### config.mk
export PLATFORM = sky130hd
export DESIGN_NAME = sdram_test_requester
export DESIGN_NICKNAME = d
export VERILOG_FILES = /design/src/rtl/sdram_test_pkg.sv /design/src/rtl/sdram_test_pattern_gen.sv /design/src/rtl/sdram_test_requester.sv
export SDC_FILE = /design/constraint.sdc
export NUM_CORES = 1
export LEC_CHECK = 0
export CAP_MARGIN = 20
export CORE_MARGIN = 2
export CORE_UTILIZATION = 58
export CTS_CLUSTER_DIAMETER = 200
export DETAILED_ROUTE_END_ITERATION = 6
export PLACE_DENSITY_LB_ADDON = 0.2
export SLEW_MARGIN = 20
export SYNTH_ARGS = -nofsm -noshare
export SYNTH_HDL_FRONTEND = slang
export SYNTH_SLANG_ARGS = --single-unit
### constraint.sdc
create_clock -name activeClock -period 6.4 [get_ports activeClock]
set_clock_uncertainty 0.15 [all_clocks]
set_input_delay 1.92 -clock activeClock [delete_from_list [all_inputs] [get_ports activeClock]]
set_output_delay 1.92 -clock activeClock [all_outputs]
set_load 0.05 [all_outputs]
### src/rtl/sdram_test_pkg.sv
// Shared types and constants for the SDRAM test requester.
package sdram_test_pkg;

  localparam int ADDR_W = 25;
  localparam int DATA_W = 16;
  localparam logic [DATA_W-1:0] LFSR_POLY = 16'hB400;

  typedef enum logic [2:0] {
    IDLE,
    WR_REQ,
    WR_WAIT,
    RD_REQ,
    RD_WAIT,
    DONE,
    FAIL
  } testState_t;

  function automatic logic [DATA_W-1:0] xorPattern(input logic [DATA_W-1:0] addrLow,
                                                   input logic [DATA_W-1:0] seed);
    return addrLow ^ seed;
  endfunction

endpackage

### src/rtl/sdram_test_pattern_gen.sv
// Test pattern source: address-XOR by default, Galois LFSR when
// SDRAM_TEST_LFSR_PATTERN_EN is defined.
module sdram_test_pattern_gen
  import sdram_test_pkg::*;
#(
  parameter logic [DATA_W-1:0] SEED = 16'hA5C3
) (
  input  logic              activeClock,
  input  logic              reset_n,
  input  logic              reseed,
  input  logic              step,
  input  logic [ADDR_W-1:0] addr,
  output logic [DATA_W-1:0] data
);

`ifdef SDRAM_TEST_LFSR_PATTERN_EN
  // An all-zero seed would lock the LFSR up.
  localparam logic [DATA_W-1:0] LOAD_VALUE = (SEED == '0) ? 16'h0001 : SEED;

  logic [DATA_W-1:0] lfsr;
  logic              unusedAddr;

  always_ff @(posedge activeClock or negedge reset_n) begin
    if (!reset_n) begin
      lfsr <= LOAD_VALUE;
    end else if (reseed) begin
      lfsr <= LOAD_VALUE;
    end else if (step) begin
      lfsr <= lfsr[0] ? ((lfsr >> 1) ^ LFSR_POLY) : (lfsr >> 1);
    end
  end

  assign data       = lfsr;
  assign unusedAddr = ^addr;
`else
  logic unusedInputs;

  assign data         = xorPattern(addr[DATA_W-1:0], SEED);
  assign unusedInputs = ^{activeClock, reset_n, reseed, step, addr[ADDR_W-1:DATA_W]};
`endif

endmodule

### src/rtl/sdram_test_requester.sv
// Write/read-back memory test master for the SDRAM controller user interface.
// Pattern mode selected by SDRAM_TEST_LFSR_PATTERN_EN (see sdram_test_pattern_gen).
//
// state   | meaning
// IDLE    | waiting for start
// WR_REQ  | write command raised, waiting for accept
// WR_WAIT | write accepted, waiting for controller not busy
// RD_REQ  | read command raised, waiting for accept
// RD_WAIT | read accepted, waiting for read data
// DONE    | all words checked
// FAIL    | a wait state timed out
module sdram_test_requester
  import sdram_test_pkg::*;
#(
  parameter logic [ADDR_W-1:0] BASE_ADDR      = 25'd0,
  parameter int unsigned       NUM_WORDS      = 1024,
  parameter logic [DATA_W-1:0] SEED           = 16'hA5C3,
  parameter int unsigned       TIMEOUT_CYCLES = 4096
) (
  input  logic              activeClock,
  input  logic              reset_n,
  input  logic              start,
  output logic [ADDR_W-1:0] req_address,
  output logic [DATA_W-1:0] req_writeData,
  output logic              req_isWriting,
  output logic              req_inputValid,
  input  logic [DATA_W-1:0] ctrl_outputData,
  input  logic              ctrl_outputValid,
  input  logic              ctrl_isBusy,
  input  logic              ctrl_recievedCommand,
  output logic              busy,
  output logic              done,
  output logic              passed,
  output logic              timedOut,
  output logic [DATA_W-1:0] errorCount,
  output logic [ADDR_W-1:0] firstErrorAddress
);

  localparam int TIMER_W = $clog2(TIMEOUT_CYCLES + 1);
  localparam logic [TIMER_W-1:0] TIMER_LOAD = TIMER_W'(TIMEOUT_CYCLES - 1);
  localparam logic [ADDR_W-1:0]  WORDS_LOAD = ADDR_W'(NUM_WORDS - 1);

  testState_t        state, nextState;
  logic [ADDR_W-1:0] addr;
  logic [ADDR_W-1:0] wordsLeft;
  logic [TIMER_W-1:0] timer;
  logic [DATA_W-1:0] patternData;
  logic              waiting, lastWord;
  logic              startTest, advance, reseed, mismatch;

  assign waiting  = (state == WR_REQ) || (state == WR_WAIT) ||
                    (state == RD_REQ) || (state == RD_WAIT);
  assign lastWord = (wordsLeft == '0);

  sdram_test_pattern_gen #(.SEED(SEED)) patternGen (
    .activeClock(activeClock),
    .reset_n    (reset_n),
    .reseed     (reseed),
    .step       (advance),
    .addr       (addr),
    .data       (patternData)
  );

  always_comb begin
    nextState = state;
    startTest = 1'b0;
    advance   = 1'b0;
    reseed    = 1'b0;
    mismatch  = 1'b0;
    case (state)
      IDLE, DONE, FAIL: begin
        if (start) begin
          startTest = 1'b1;
          reseed    = 1'b1;
          nextState = WR_REQ;
        end
      end
      WR_REQ:  if (ctrl_recievedCommand) nextState = WR_WAIT;
      WR_WAIT: begin
        if (!ctrl_isBusy) begin
          advance = 1'b1;
          if (lastWord) begin
            reseed    = 1'b1;
            nextState = RD_REQ;
          end else begin
            nextState = WR_REQ;
          end
        end
      end
      RD_REQ:  if (ctrl_recievedCommand) nextState = RD_WAIT;
      RD_WAIT: begin
        if (ctrl_outputValid) begin
          advance   = 1'b1;
          mismatch  = (ctrl_outputData != patternData);
          nextState = lastWord ? DONE : RD_REQ;
        end
      end
      default: nextState = IDLE;
    endcase
    // A transition on the terminal cycle still wins over the abort.
    if (waiting && (timer == '0) && (nextState == state)) nextState = FAIL;
  end

  always_ff @(posedge activeClock or negedge reset_n) begin
    if (!reset_n) begin
      state             <= IDLE;
      addr              <= '0;
      wordsLeft         <= '0;
      timer             <= '0;
      errorCount        <= '0;
      firstErrorAddress <= '0;
    end else begin
      state <= nextState;
      if (nextState != state) begin
        timer <= TIMER_LOAD;
      end else if (timer != '0) begin
        timer <= timer - 1'b1;
      end

      if (startTest) begin
        addr              <= BASE_ADDR;
        wordsLeft         <= WORDS_LOAD;
        errorCount        <= '0;
        firstErrorAddress <= '0;
      end else if (advance) begin
        addr      <= lastWord ? BASE_ADDR : addr + 1'b1;
        wordsLeft <= lastWord ? WORDS_LOAD : wordsLeft - 1'b1;
      end

      if (mismatch) begin
        if (errorCount == '0) firstErrorAddress <= addr;
        if (errorCount != '1) errorCount <= errorCount + 1'b1;
      end
    end
  end

  assign req_address    = addr;
  assign req_isWriting  = (state == WR_REQ);
  assign req_writeData  = req_isWriting ? patternData : '0;
  assign req_inputValid = (state == WR_REQ) || (state == RD_REQ);
  assign busy           = waiting;
  assign done           = (state == DONE) || (state == FAIL);
  assign passed         = (state == DONE) && (errorCount == '0);
  assign timedOut       = (state == FAIL);

endmodule

---- Word level (Yosys, flattened, before mapping) ----
Index checks and enable logic that the tools add are counted.
operators by class
  add/subtract/negate cells ............... 4
  equal/unequal tests ..................... 10
  mux-type cells .......................... 31
  bitwise gates (word level) .............. 1
  reduce and logical (&&, ||, !) cells .... 16
operators by type and width
  kind                   number
  $mux 25                9
  $mux 16                4
  $mux 13                2
  $add 25x1->25 const B  1
  $logic_not 25->1       1
  $sub 25x1->25 const B  1
  $mux 3                 7
  $add 16x1->16 const B  1
  $logic_not 16->1       1
  $ne 16x16->1           1
  $ne 16x16->1 const B   1
  $pmux 3 s5             1
  $logic_not 13->1       1
  $reduce_bool 13->1     1
  $sub 13x1->13 const B  1
  $eq 3x3->1 const B     3
  $not 8->8              1
  $eq 3x2->1 const B     2
  $mux 1                 6
  $logic_or 1x1->1       5
  $reduce_bool 2->1      2
  $eq 3x1->1 const B     1
  $eq 3x3->1             1
  $logic_and 1x1->1      3
  5 further kinds        5
storage, ports and cells
  register bits after elaboration ......... 107
  input port bits ......................... 22
  output and inout bits ................... 88
  logic and storage cells ................. 68

---- Longest topological paths before layout ----
Gate-level depths: netlist of the first run.
  depth in word-level cells ............... 9
  gate-level depth with buffers ........... 9
  depth with buffers taken out ............ 7

---- Cells and area by module ----
Synthesis of the first run repeated with hierarchy kept, for this count alone.
unflattened totals
  cell total of the unflattened synthesis .. 733
  area total of the unflattened synthesis .. 6497.5 um2
by module, submodules not included
  module                  times used  cells an instance  area an instance (um2)  seq. area each (um2)
  sdram_test_requester    1           717                6407.4                  2677.6
  sdram_test_pattern_gen  1           16                 90.1                    0.0

---- Worst setup path after synthesis of the first run ----
Ideal clock, no wire load.
  kind .................................... flip-flop to output port
  start ................................... register state[0]
  end ..................................... output req_writeData[10]
  data arrival time ....................... 2.598 ns
  required time ........................... 4.330 ns
  slack ................................... 1.732 ns
  stages on the path, launching flop included .. 7
  path buffers ............................ 3
  cell sequence ........................... dfrtp_1 -> clkbuf_1 -> nor2b_1 -> nand2b_1 -> clkbuf_1 -> clkbuf_1 -> nor2_1
between the ends
  cells in the longest elaborated chain, start to end .. 2
RTL lines
  what                      line                         RTL
  start: declaration        sdram_test_requester.sv:43   testState_t state, nextState;
  start signal: assignment  sdram_test_requester.sv:113  state <= nextState;
  $eq 3x1->1                sdram_test_requester.sv:138  assign req_isWriting = (state == WR_REQ);
  $mux 16                   sdram_test_requester.sv:139  assign req_writeData = req_isWriting ? patternData : '0;
  end: declaration          sdram_test_requester.sv:24   output logic [DATA_W-1:0] req_writeData,
Every way passes these cells.

---- Worst setup path in the final report of the first run ----
  start ................................... register state[0]
  end ..................................... output req_writeData[8]
The elaborated chain is that of the path after synthesis.

==> flow_summary.json, run 1 <==
{
  "status": "completed",
  "port_buffers": 109,
  "ys_ff_latch": 107,
  "synth_top_area_share_pct": 42.7,
  "overflow": 0,
  "synth_cell_types": 68,
  "setup_viol": 0,
  "yosysWarnings": 0,
  "synth.top_cells.by_area": "dfrtp_1 43%, xnor2_1 6.1%, mux2i_1 5.3%, nand2_1 4.3%, nor2_1 4.0%",
  "drive_above_1_share_pct": 5.52,
  "track_usage_pct": 28.4,
  "r2r-end": "req_address[20]",
  "diodes": 0,
  "slowest_stage": "clkdlybuf4s50_1",
  "via_per_inst": 6.17,
  "synthArstFlopShare_pct": 100,
  "period_share_pct": 81.2,
  "ys.flop_type": "dfrtp_1",
  "synth_common_cells": "107 x dfrtp_1, 71 x nand2_1, 66 x nor2_1",
  "drt_pass1_iterations": 5,
  "grt_pass1_vias": 5484,
  "clk_pin_slew_worst_paths_ns": 0.10,
  "grt_max_degree": 73,
  "grt_use_met3_pct": 4.58,
  "ios": 110,
  "required_ns": 4.33,
  "synth-edff-count": 0,
  "drc": 0,
  "grt_setup_unrepaired": "no",
  "antenna_found_initial": 0,
  "drt_wl_total_mm": 15.9,
  "p_leak_uw": 0.00282,
  "num-fill-cells": 799,
  "seq_area_frac_synth_pct": 42.7,
  "max_stage_delay_ns": 0.85,
  "r2r_slack_ns": 2.87,
  "cts_root_buffer": "clkbuf_8",
  "grt_util_met2_pct": 47.0,
  "crit_type": "reg -> out",
  "yosysMostFrequentCell": "dfrtp_1",
  "cts_resized": 0,
  "min_delay_path_depth": 1,
  "maxSlewViolCount": 0,
  "numCtsBuffers": 9,
  "power.density_mw_per_mm2": 341,
  "synth_top_area_cell": "dfrtp_1",
  "initial_utilization_pct": 60.2,
  "dieArea_sq_mm": 0.0117,
  "crit_path_start_kind": "register",
  "ant_nets": 0,
  "layout.nets": 783,
  "end_kind": "primary output",
  "critPathMaxFanout": 21,
  "dp_hpwl_mm": 11.0,
  "netlist_area_sq_mm": 0.00627,
  "dpl-instance-area_sq_mm": 0.00734,
  "worstPathArrival_ns": 3.13,
  "max_slew_margin_pct": 38.1,
  "grtUsageMet1_pct": 38.3,
  "worst-r2r-cell-count": 7,
  "fmaxAchievable_ghz": 0.192,
  "maxCapViolations": 0,
  "peakVddDrop_mv": 0.309,
  "routed-via-count": 5537,
  "hold_end": "wordsLeft[0]",
  "cts.htree.levels": 3,
  "synth_cells": 678,
  "cts.sinks": 107,
  "worst-path-buf-inv": 1,
  "area_delta_synth_final_pct": 20.3,
  "hold_violations": 0,
  "min_period_ns": 5.20,
  "hp-class": "reg -> reg",
  "hold_buffers": 0,
  "clock_latency_ns": 0.38,
  "die_h_um": 108,
  "setup_tns_ns": 0,
  "tightest_slew_ns": 0.929,
  "min_from": "wordsLeft[0]",
  "rr_startpoint": "wordsLeft[0]",
  "cts_tree": "done",
  "grt_pass1_wl_mm": 26.6,
  "die_x_um": 108,
  "post-cts-setup-buffers": 0,
  "cts_buffer_depth": 2,
  "busiest_layer": "met2",
  "synth_nets": 705,
  "final_area_sq_mm": 0.00754,
  "path_cells": "nor2b_1 -> nand2b_1 -> nor2_1 -> clkdlybuf4s50_1",
  "cpLargestDelayFamily": "simple AND/OR/NAND/NOR gates",
  "gp_congestion": 0.893,
  "wl_per_cell_um": 17.8,
  "drt_iter0_drc": 434,
  "core_sq_mm": 0.0104,
  "num_rows": 37,
  "synth_area_per_cell_sq_um": 9.24
}
power breakdown:
part / internal [uW] / switching [uW]
clock network: 153 / 264
logic: 391 / 847
registers: 761 / 158
layout make-up:
type | instances | area [sq um] | share of cell area [%]
Clock inverter | 7 | 71.3 | 0.946
Sequential cell | 107 | 2680 | 35.5
Timing Repair Buffer | 115 | 1130 | 15.0
Clock buffer | 9 | 124 | 1.64
Inverter | 35 | 131 | 1.74
Tap cell | 136 | 170 | 2.26
Multi-Input combinational cell | 488 | 3230 | 42.9
sequential cells by signal (all words and copies together) (netlist names):
register	cells
timer	13
wordsLeft	25
state	3
firstErrorAddress	25
errorCount	16
req_address	25
layout by cell type, fill, tap and decap left out, types with 5 or more instances in the layout:
master / n
clkdlybuf4s50_1: 108
dfrtp_1: 107
nand2_1: 70
nor2_1: 66
xnor2_1: 44
inv_1: 35
mux2i_1: 33
nor3_1: 18
nand3_1: 18
nand4_1: 16
nor4_1: 13
a21oi_1: 13
nand2b_1: 13
a2111oi_0: 13
a31oi_1: 12
o211ai_1: 11
o21ai_0: 10
a211oi_1: 10
xor2_1: 9
clkbuf_8: 9
o31ai_1: 8
and4_1: 8
or4_1: 8
or3_1: 7
nor2b_1: 7
buf_4: 7
o22a_1: 5
and2_1: 5
o22ai_1: 5
ha_1: 5
per-layer routing:
metal / vias to the layer above / part of all wire, %
met5: - / 0
met4: 0 / 2.1
met3: 33 / 5.5
li1: 2577 / -
met1: 2715 / 44
met2: 212 / 49
stage by stage:
stage          utilization (%)  hold slack [ns]  worst slack (ns)  instances  total power, uW
3_3_place_gp              70.5            0.336              1.52        881             2120
3_5_place_dp              70.5            0.345              1.37        881             2160
6_report                  72.4            0.362              1.20        897             2570
5_1_grt                   72.4            0.378              1.05        897             2710
2_1_floorplan                -            0.312              1.73        678             1800
4_1_cts                   72.4            0.359              1.23        897             2570
worst max path at each step:
stage	start	end	slack, ns	cells past startpoint
6_report	state[0]	req_writeData[8]	1.20	4
3_5_place_dp	start	req_address[20]	1.37	5
4_1_cts	state[0]	req_writeData[8]	1.23	4
5_1_grt	state[0]	req_writeData[8]	1.05	4
3_3_place_gp	start	req_address[19]	1.52	5
2_1_floorplan	state[0]	req_writeData[10]	1.73	6
cell families (layout without fill, tap and decap cells):
kind of cell    Yosys count  count (layout)  synth area share, %
fa+ha+maj                 5               5                0.998
flops                   107             107                 42.7
xor+xnor                 53              53                 7.41
mux                      35              35                 5.63
buf+inv                  83             166                 5.95
simple gates            276             276                 22.8
compound gates          119             119                 14.5
(Power assumes the default switching activity.)
==> run 2, diff against run 1 <==
--- a/config.mk
+++ b/config.mk
@@ -7,7 +7,7 @@
 export LEC_CHECK = 0
 export CAP_MARGIN = 20
 export CORE_MARGIN = 2
-export CORE_UTILIZATION = 58
+export CORE_UTILIZATION = 54
 export CTS_CLUSTER_DIAMETER = 200
 export DETAILED_ROUTE_END_ITERATION = 6
 export PLACE_DENSITY_LB_ADDON = 0.2
==> constraint.sdc (replaced) <==
create_clock -name activeClock -period 4.9 [get_ports activeClock]
set_clock_uncertainty 0.15 [all_clocks]
set_input_delay 1.47 -clock activeClock [delete_from_list [all_inputs] [get_ports activeClock]]
set_output_delay 1.47 -clock activeClock [all_outputs]
set_load 0.05 [all_outputs]
==> run 2 against run 1 <==
Sequential power increased by 28%; sequential share of layout area decreased by 0.64 points; routed wire length increased by 1.7%; clock power increased by 68%; worst setup slack got worse by 0.75 ns; via count decreased by 1.5%; hold slack got worse by 0.0025 ns; clock-buffer cell count increased by 2; total power increased by 37%; critical path type unchanged; largest power group unchanged.
==> flow_summary.json, run 2 (synthesis gave the netlist of run 1 again) <==
{
  "layout_common_cells": "108 x clkdlybuf4s50_1, 107 x dfrtp_1, 70 x nand2_1",
  "maxSlewViolCount": 0,
  "max_slew_margin_pct": 41.8,
  "end_kind": "primary output",
  "required_ns": 3.28,
  "numCtsBuffers": 9,
  "track_usage_pct": 26.7,
  "critPathMaxFanout": 19,
  "p_sw_uw": 1650,
  "post-cts-setup-buffers": 0,
  "num_rows": 39,
  "worstPathArrival_ns": 2.83,
  "wl_per_cell_um": 17.8,
  "path_cells": "nor2b_1 -> nand2b_1 -> nor2_1 -> clkdlybuf4s50_1",
  "area_delta_synth_final_pct": 22.5,
  "crit_type": "reg -> out",
  "routed-via-count": 5453,
  "power.density_mw_per_mm2": 460,
  "die_h_um": 112,
  "cts_buffer_depth": 2,
  "cts_tree": "done",
  "ant_nets": 0,
  "grt_setup_unrepaired": "no",
  "netSwitchingFraction_pct": 46.7,
  "initial_utilization_pct": 55.1,
  "p_int_uw": 1880,
  "p_seq_share_pct": 33.4,
  "wl_met3_um": 837,
  "crit_path_start_kind": "register",
  "status": "completed",
  "drt_wl_total_mm": 16.2,
  "min_period_ns": 4.45,
  "hold_violations": 0,
  "clkPwrFrac_pct": 19.9,
  "worst-path-buf-inv": 1,
  "finish.utilization_pct": 67.5,
  "drt_iter0_drc": 359,
  "maxCapViolations": 0,
  "final_area_sq_mm": 0.00768,
  "fmaxAchievable_ghz": 0.225,
  "slowest_stage": "clkdlybuf4s50_1",
  "core_sq_mm": 0.0114,
  "drive_above_1_share_pct": 6.14,
  "hold_buffers": 0,
  "hp-class": "reg -> reg",
  "dieArea_sq_mm": 0.0125,
  "setup_viol": 0,
  "clock_latency_ns": 0.36,
  "diodes": 0,
  "combPwrFrac_pct": 46.8,
  "wl_met1_mm": 7.04,
  "antenna_found_initial": 0,
  "period_share_pct": 90.8,
  "grt_pass1_wl_mm": 26.8,
  "cts.sinks": 107,
  "grt_max_degree": 57,
  "cts_resized": 0,
  "setup_tns_ns": 0,
  "num-fill-cells": 949,
  "drc": 0,
  "wl_met2_mm": 8.18,
  "final_common_cell": "clkdlybuf4s50_1",
  "max_stage_delay_ns": 0.84,
  "port_buffers": 109,
  "peakVddDrop_mv": 0.345,
  "grt_pass1_vias": 5415,
  "dpl-instance-area_sq_mm": 0.00740,
  "clk_pin_slew_worst_paths_ns": 0.07,
  "overflow": 0,
  "cts.htree.levels": 3,
  "via_per_inst": 6.00,
  "ios": 110,
  "p_leak_uw": 0.00288,
  "dr.max_layer_used": "met4",
  "tightest_slew_ns": 0.865,
  "gp_congestion": 0.848,
  "layout.nets": 788,
  "cpLargestDelayFamily": "simple AND/OR/NAND/NOR gates",
  "drt_pass1_iterations": 6,
  "dp_hpwl_mm": 11.1,
  "die_x_um": 112,
  "cts_root_buffer": "clkbuf_16"
}
==> run 2: changes by cell type in the layout (fill, tap and decap cells not counted), moves of 2 or more <==
| cell | delta |
|---|---|
| buf_4 | +5 |
| clkbuf_8 | -8 |
| clkbuf_16 | +9 |
| inv_8 | -2 |
==> run 2: through the flow <==
stage | hold slack (ns) | std cells | total power (uW) | setup slack (ns)
final | 0.359 | 909 | 3530 | 0.450
after global placement | 0.340 | 893 | 2800 | 0.989
after global routing | 0.383 | 909 | 3720 | 0.252
after CTS | 0.354 | 909 | 3550 | 0.449
after detailed placement | 0.339 | 893 | 2840 | 0.858
after floorplan | 0.312 | 678 | 2350 | 0.682
==> run 2: worst paths after layout <==
path                         startpoint                to  slack [ns]  cells after the start
hold reg to reg            wordsLeft[0]      wordsLeft[0]        0.36                      1
max in group asynchronous       reset_n          state[2]        2.72                      2
setup reg to reg           wordsLeft[0]   req_address[20]        1.39                      7
setup / recovery               state[2]  req_writeData[6]        0.45                      4
hold / removal             wordsLeft[0]      wordsLeft[0]        0.36                      1
min in group asynchronous       reset_n     errorCount[5]        0.97                      1
==> run 2: power groups by stage <==
stage	registers, uW	logic [uW]	clock network [uW]
2_1_floorplan	1330	1010	0
3_3_place_gp	1180	1610	0
3_5_place_dp	1190	1650	0
4_1_cts	1170	1660	722
5_1_grt	1200	1770	749
6_report	1180	1650	702
==> run 2: final cells by class <==
class	instances	area [sq um]	area share, %
Clock buffer	11	243	3.16
Timing Repair Buffer	120	1170	15.3
Sequential cell	107	2680	34.9
Clock inverter	5	37.5	0.489
Multi-Input combinational cell	488	3240	42.2
Inverter	35	131	1.71
Tap cell	143	179	2.33
==> run 2: metal layers <==
metal,track usage (%),up-vias
met5,0,-
met4,7.49,0
met3,6.86,17
met2,46.4,170
met1,33.2,2682
li1,-,2584
==> variant 1, RTL diff (config.mk and constraints of run 2) <==
Register the inputs `start`, `ctrl_outputData`, `ctrl_outputValid`, `ctrl_isBusy` and `ctrl_recievedCommand` before use. The logic sees them one clock later.
--- a/src/rtl/sdram_test_requester.sv
+++ b/src/rtl/sdram_test_requester.sv
@@ -40,6 +40,20 @@
   localparam logic [TIMER_W-1:0] TIMER_LOAD = TIMER_W'(TIMEOUT_CYCLES - 1);
   localparam logic [ADDR_W-1:0]  WORDS_LOAD = ADDR_W'(NUM_WORDS - 1);
 
+  logic start_q;
+  logic [DATA_W-1:0] ctrl_outputData_q;
+  logic ctrl_outputValid_q;
+  logic ctrl_isBusy_q;
+  logic ctrl_recievedCommand_q;
+
+  always_ff @(posedge activeClock) begin
+    start_q                <= start;
+    ctrl_outputData_q      <= ctrl_outputData;
+    ctrl_outputValid_q     <= ctrl_outputValid;
+    ctrl_isBusy_q          <= ctrl_isBusy;
+    ctrl_recievedCommand_q <= ctrl_recievedCommand;
+  end
+
   testState_t        state, nextState;
   logic [ADDR_W-1:0] addr;
   logic [ADDR_W-1:0] wordsLeft;
@@ -69,15 +83,15 @@
     mismatch  = 1'b0;
     case (state)
       IDLE, DONE, FAIL: begin
-        if (start) begin
+        if (start_q) begin
           startTest = 1'b1;
           reseed    = 1'b1;
           nextState = WR_REQ;
         end
       end
-      WR_REQ:  if (ctrl_recievedCommand) nextState = WR_WAIT;
+      WR_REQ:  if (ctrl_recievedCommand_q) nextState = WR_WAIT;
       WR_WAIT: begin
-        if (!ctrl_isBusy) begin
+        if (!ctrl_isBusy_q) begin
           advance = 1'b1;
           if (lastWord) begin
             reseed    = 1'b1;
@@ -87,11 +101,11 @@
           end
         end
       end
-      RD_REQ:  if (ctrl_recievedCommand) nextState = RD_WAIT;
+      RD_REQ:  if (ctrl_recievedCommand_q) nextState = RD_WAIT;
       RD_WAIT: begin
-        if (ctrl_outputValid) begin
+        if (ctrl_outputValid_q) begin
           advance   = 1'b1;
-          mismatch  = (ctrl_outputData != patternData);
+          mismatch  = (ctrl_outputData_q != patternData);
           nextState = lastWord ? DONE : RD_REQ;
         end
       end
Formal check against the unedited RTL: not equivalent (a bounded check fails within 4 cycles, from zero or initial values and one cycle with reset_n low).
==> variant 1 against run 2 <==
  * Via count grew 6.6%
  * Routed wire length grew 5.5%
  * Register-to-register slack gained 90 ps
  * Final area grew 11%
  * Combinational power shrank 8%
  * Sequential power grew 14%
  * Setup slack lost 290 ps
  * Sequential cell count grew 20
  * Synthesized area grew 9.3%
  * Power grew 13%
  * Critical endpoint is now req_writeData[7]
  * Highest routed layer unchanged
==> variant 1: results (changes against run 2) <==
detailed_routing:
  met3_length_um: 861  # +2.9%
  vias_per_cell: 5.93  # -1.2%
  wl_met1_um: 7510  # +6.6%
  wl_met2_um: 8330  # +1.8%
  drtIter0Drc: 462  # +29%
synthesis:
  synth_area_leaders: "dfrtp_1 (39%), dfxtp_1 (5.8%), xnor2_1 (5.1%), mux2i_1 (4.5%), nand2_1 (3.2%)"
  ys_types: 76  # +12%
  yosys-top-cells-count: "dfrtp_1 (107), nand2_1 (58), nor2_1 (52)"
  synthArstFlopShare_pct: 84.3  # -16 points
power:
  leakagePower_nw: 3.45  # +20%
  irDropWorstVdd_uv: 314  # -9.0%
timing:
  tightestPinTransition_ps: 1050  # +184 ps
global_route:
  grt_pass1_wl_um: 27500  # +2.6%
  grt_use_total_pct: 26.3  # -0.49 points
  grt_max_degree: 81  # +42%
layout:
  nNetsFinal: 823  # +4.4%
  nFillCells: 994  # +4.7%
clocking:
  clkTransAtPathRegs_ps: 50  # -20 ps
  htree_levels: 4  # +1
  numCtsBuffers: 17  # +8
  insertion_delay_ps: 430  # +70 ps
place:
  gp_congestion: 0.829  # -2.3%
  place_area_um2: 7970  # +7.7%
  dp_hpwl_um: 11700  # +5.1%
worst_setup_path:
  cpPeakStageDelay_ps: 820  # -20 ps
  crit_arrival_ps: 3120  # +290 ps
  critPathMaxFanout: 18  # -1
worst_hold_path:
  hold_start: "wordsLeft[24]$_DFFE_PN0P_"
  holdPathStages: 2  # +1
status:
  outcome: "finished clean"
variant 1: logic make-up (layout without fill, tap and decap cells):
logic type      count (synthesis)  count (layout)  share of synthesized area [%]
buf+inv                        88             188                           5.79
mux                            33              33                           4.86
simple gates                  264             264                           21.7
xor+xnor                       50              50                           6.39
fa+ha+maj                       5               5                          0.913
compound gates                142             142                           15.4
flops                         127             127                           44.9
variant 1: worst paths after layout:
kind                                        endpoint  slack, ps
setup reg to reg            wordsLeft[2]$_DFFE_PN0P_       1480
max in group asynchronous   wordsLeft[1]$_DFFE_PN0P_       2950
min in group asynchronous    errorCount[7]$_DFF_PN0_        920
hold reg to reg            wordsLeft[24]$_DFFE_PN0P_        360
setup / recovery                    req_writeData[7]        160
hold / removal             wordsLeft[24]$_DFFE_PN0P_        360
variant 1: report_power, final:
group          leakage (nW)  internal [W]  switching [W]
sequential             1.55       0.00116       0.000179
clock                 0.259      0.000698       0.000441
combinational          1.64      0.000482        0.00103
total                  3.45       0.00234        0.00165
variant 1: through the flow:
step                      total power (W)  instances  utilization [%]
final                             0.00399        981             68.0
after global routing              0.00420        981             68.0
after CTS                         0.00399        981             67.9
after detailed placement          0.00285        949             63.6
after global placement            0.00280        949             63.6
after floorplan                   0.00246        709                -
variant 1: cell type report:
| cell class | instances | area [µm²] | share of cell area, % |
|---|---|---|---|
| clock inverter | 6 | 35.0 | 0.412 |
| multi-input combinational | 494 | 3380 | 39.7 |
| inverter | 38 | 143 | 1.68 |
| clock buffer | 26 | 500 | 5.88 |
| tap | 172 | 215 | 2.53 |
| timing repair buffer | 118 | 1160 | 13.6 |
| sequential | 127 | 3080 | 36.2 |
variant 1: routing by layer:
metal / vias to the layer above / global-route usage, %
met5: - / 0
met4: 0 / 11.9
met3: 34 / 6.43
met2: 167 / 41.3
met1: 2871 / 34.5
li1: 2741 / -
variant 1: critical path: cells and delay by family, from the launching register on:
kind	cells	cell delay, ps
buf+inv	1	820
simple gates	3	1200
flops	1	670
==> variant 2, RTL diff (settings of run 2) <==
Without the edit above. `TIMEOUT_CYCLES`: 4096 -> 8192.
--- a/src/rtl/sdram_test_requester.sv
+++ b/src/rtl/sdram_test_requester.sv
@@ -15,7 +15,7 @@
   parameter logic [ADDR_W-1:0] BASE_ADDR      = 25'd0,
   parameter int unsigned       NUM_WORDS      = 1024,
   parameter logic [DATA_W-1:0] SEED           = 16'hA5C3,
-  parameter int unsigned       TIMEOUT_CYCLES = 4096
+  parameter int unsigned       TIMEOUT_CYCLES = 8192
 ) (
   input  logic              activeClock,
   input  logic              reset_n,
Function: same outputs for any inputs over 10 cycles, from zero or initial values and one cycle with reset_n low; that may be too few to reach the edited logic, so the function may still have changed.
==> variant 2 against run 2 <==
  * Routed wire length up 1.4%
  * Largest power group unchanged
  * Sequential cell count up 1
  * Register-to-register slack got worse by 40 ps
  * Setup slack lost 150 ps
  * Largest cell class unchanged
  * Critical endpoint is now req_writeData[2]
  * Worst hold slack gained 3.0 ps
  * Final cell count increased by 2.0%
  * Synthesized area down 4.6%
  * Power grew 8.5%
  * Final area down 3.6%
==> variant 2: results (changes against run 2) <==
global_route:
  grt_use_total_pct: 28.7  # +2.0 points
  grt_pass1_vias: 5311  # -1.9%
  antenna_found_initial: 0  # unchanged
  grt_pass1_wl_um: 26600  # -0.75%
  grt_max_degree: 51  # -11%
worst_hold_path:
  hold_path_class: "reg -> reg"
  min_to: "wordsLeft[24]$_DFFE_PN0P_"
  hold_start: "wordsLeft[24]$_DFFE_PN0P_"
  holdPathStages: 2  # +1
detailed_routing:
  routed_wl_um: 16400  # +1.4%
  drtIter0Drc: 532  # +48%
  vias: 5512  # +1.1%
  dr.pass1.iters: 5  # -1
timing:
  post-route-min-period_ps: 4600  # +149 ps
  slew_headroom_pct: 31.1  # -11 points
  timing.hold.ws_ps: 362  # +3.02 ps
worst_setup_path:
  crit_arrival_ps: 2980  # +150 ps
  crit_start: "state[0]$_DFF_PN0_"
  cpPeakStageDelay_ps: 810  # -30 ps
  crit_family: "buffers and inverters"
  rr_worst_depth: 8  # +1
  critPathMaxFanout: 23  # +4
  reg2reg_setup_slack_ps: 1350  # -40 ps
  r2r-end: "timer[1]$_DFFE_PN0P_"
  crit_end: "req_writeData[2]"
  r2r_start: "wordsLeft[0]$_DFFE_PN0P_"
  critical-path-slowest-cell: "dfrtp_1"
synthesis:
  ys_types: 59  # -13%
  synth_fp_nets: 718  # +1.8%
  synth_area_leaders: "dfrtp_1 (45%), nand2_1 (7.2%), xnor2_1 (4.7%), o21ai_0 (4.6%), nor2_1 (4.1%)"
  synth-seq-area-share_pct: 45.2  # +2.5 points
  yosys-top-cells-count: "nand2_1 (114), dfrtp_1 (108), nor2_1 (66)"
  synth_edf_count: 0  # unchanged
  synthArstFlopShare_pct: 100  # unchanged
  synthFlopType: "dfrtp_1"
status:
  outcome: "finished clean"
clocking:
  clkTransAtPathRegs_ps: 100  # +30 ps
  cts_buffer_depth: 2  # unchanged
  numCtsBuffers: 9  # unchanged
  cts_resized: 0  # unchanged
  cts_root_buf: "clkbuf_8"
  insertion_delay_ps: 380  # +20 ps
run:
  cap_violations: 0  # unchanged
place:
  gp_congestion: 0.933  # +10%
  pre_cts_slack_ps: 716  # -142 ps
  dp_hpwl_um: 11800  # +5.5%
power:
  leakagePower_nw: 2.88  # +0.21%
  switching_power_w: 0.00185  # +12%
  irDropWorstVdd_uv: 419  # +22%
layout:
  nNetsFinal: 810  # +2.8%
  drive_gt1_share_pct: 5.84  # -0.29 points
  nFillCells: 854  # -10%
  diodes: 0  # unchanged
[variant 2: logic make-up (layout without fill, tap and decap cells)]
logic type,count (synthesis),count (layout),synth area share (%)
buffers and inverters,55,151,3.77
AND/OR/NAND/NOR,336,336,28.0
XOR/XNOR,48,48,7.03
adder cells (fa/ha/maj),5,5,1.05
multiplexers,5,5,0.837
AO/OA/AOI/OAI,134,134,14.1
flip-flops,108,108,45.2
[variant 2: power groups by stage]
stage | Sequential (W) | Combinational, W | Clock [W]
2_1_floorplan | 0.00151 | 0.00108 | 0
3_3_place_gp | 0.00135 | 0.00182 | 0
5_1_grt | 0.00139 | 0.00200 | 0.000646
4_1_cts | 0.00135 | 0.00186 | 0.000613
6_report | 0.00136 | 0.00187 | 0.000602
3_5_place_dp | 0.00136 | 0.00185 | 0
[variant 2: metal layers]
layer / wire length, µm / share of wire (%) / up-vias / GRT usage (%)
met4: 427 / 2.6 / 0 / 10.5
met1: 7250 / 44 / 2680 / 39.0
li1: - / - / 2612 / -
met2: 7960 / 48 / 187 / 47.5
met3: 789 / 4.8 / 33 / 3.41
met5: 0 / 0 / - / 0
[variant 2: stage by stage]
| step | cells | total power (W) | util (%) | cell area [µm²] |
|---|---|---|---|---|
| finish | 927 | 0.00383 | 68.3 | 7400 |
| global route | 927 | 0.00403 | 68.3 | 7400 |
| CTS | 927 | 0.00382 | 68.2 | 7400 |
| detailed placement | 912 | 0.00322 | 66.2 | 7170 |
| global placement | 912 | 0.00317 | 66.2 | 7170 |
| floorplan | 691 | 0.00259 | - | 5980 |
[variant 2: area by class of cell]
type,count,area share [%]
multi-input combinational,528,41.5
sequential,108,36.5
timing repair buffer,120,15.8
tap,140,2.37
clock buffer,10,1.86
clock inverter,5,1.15
inverter,16,0.811
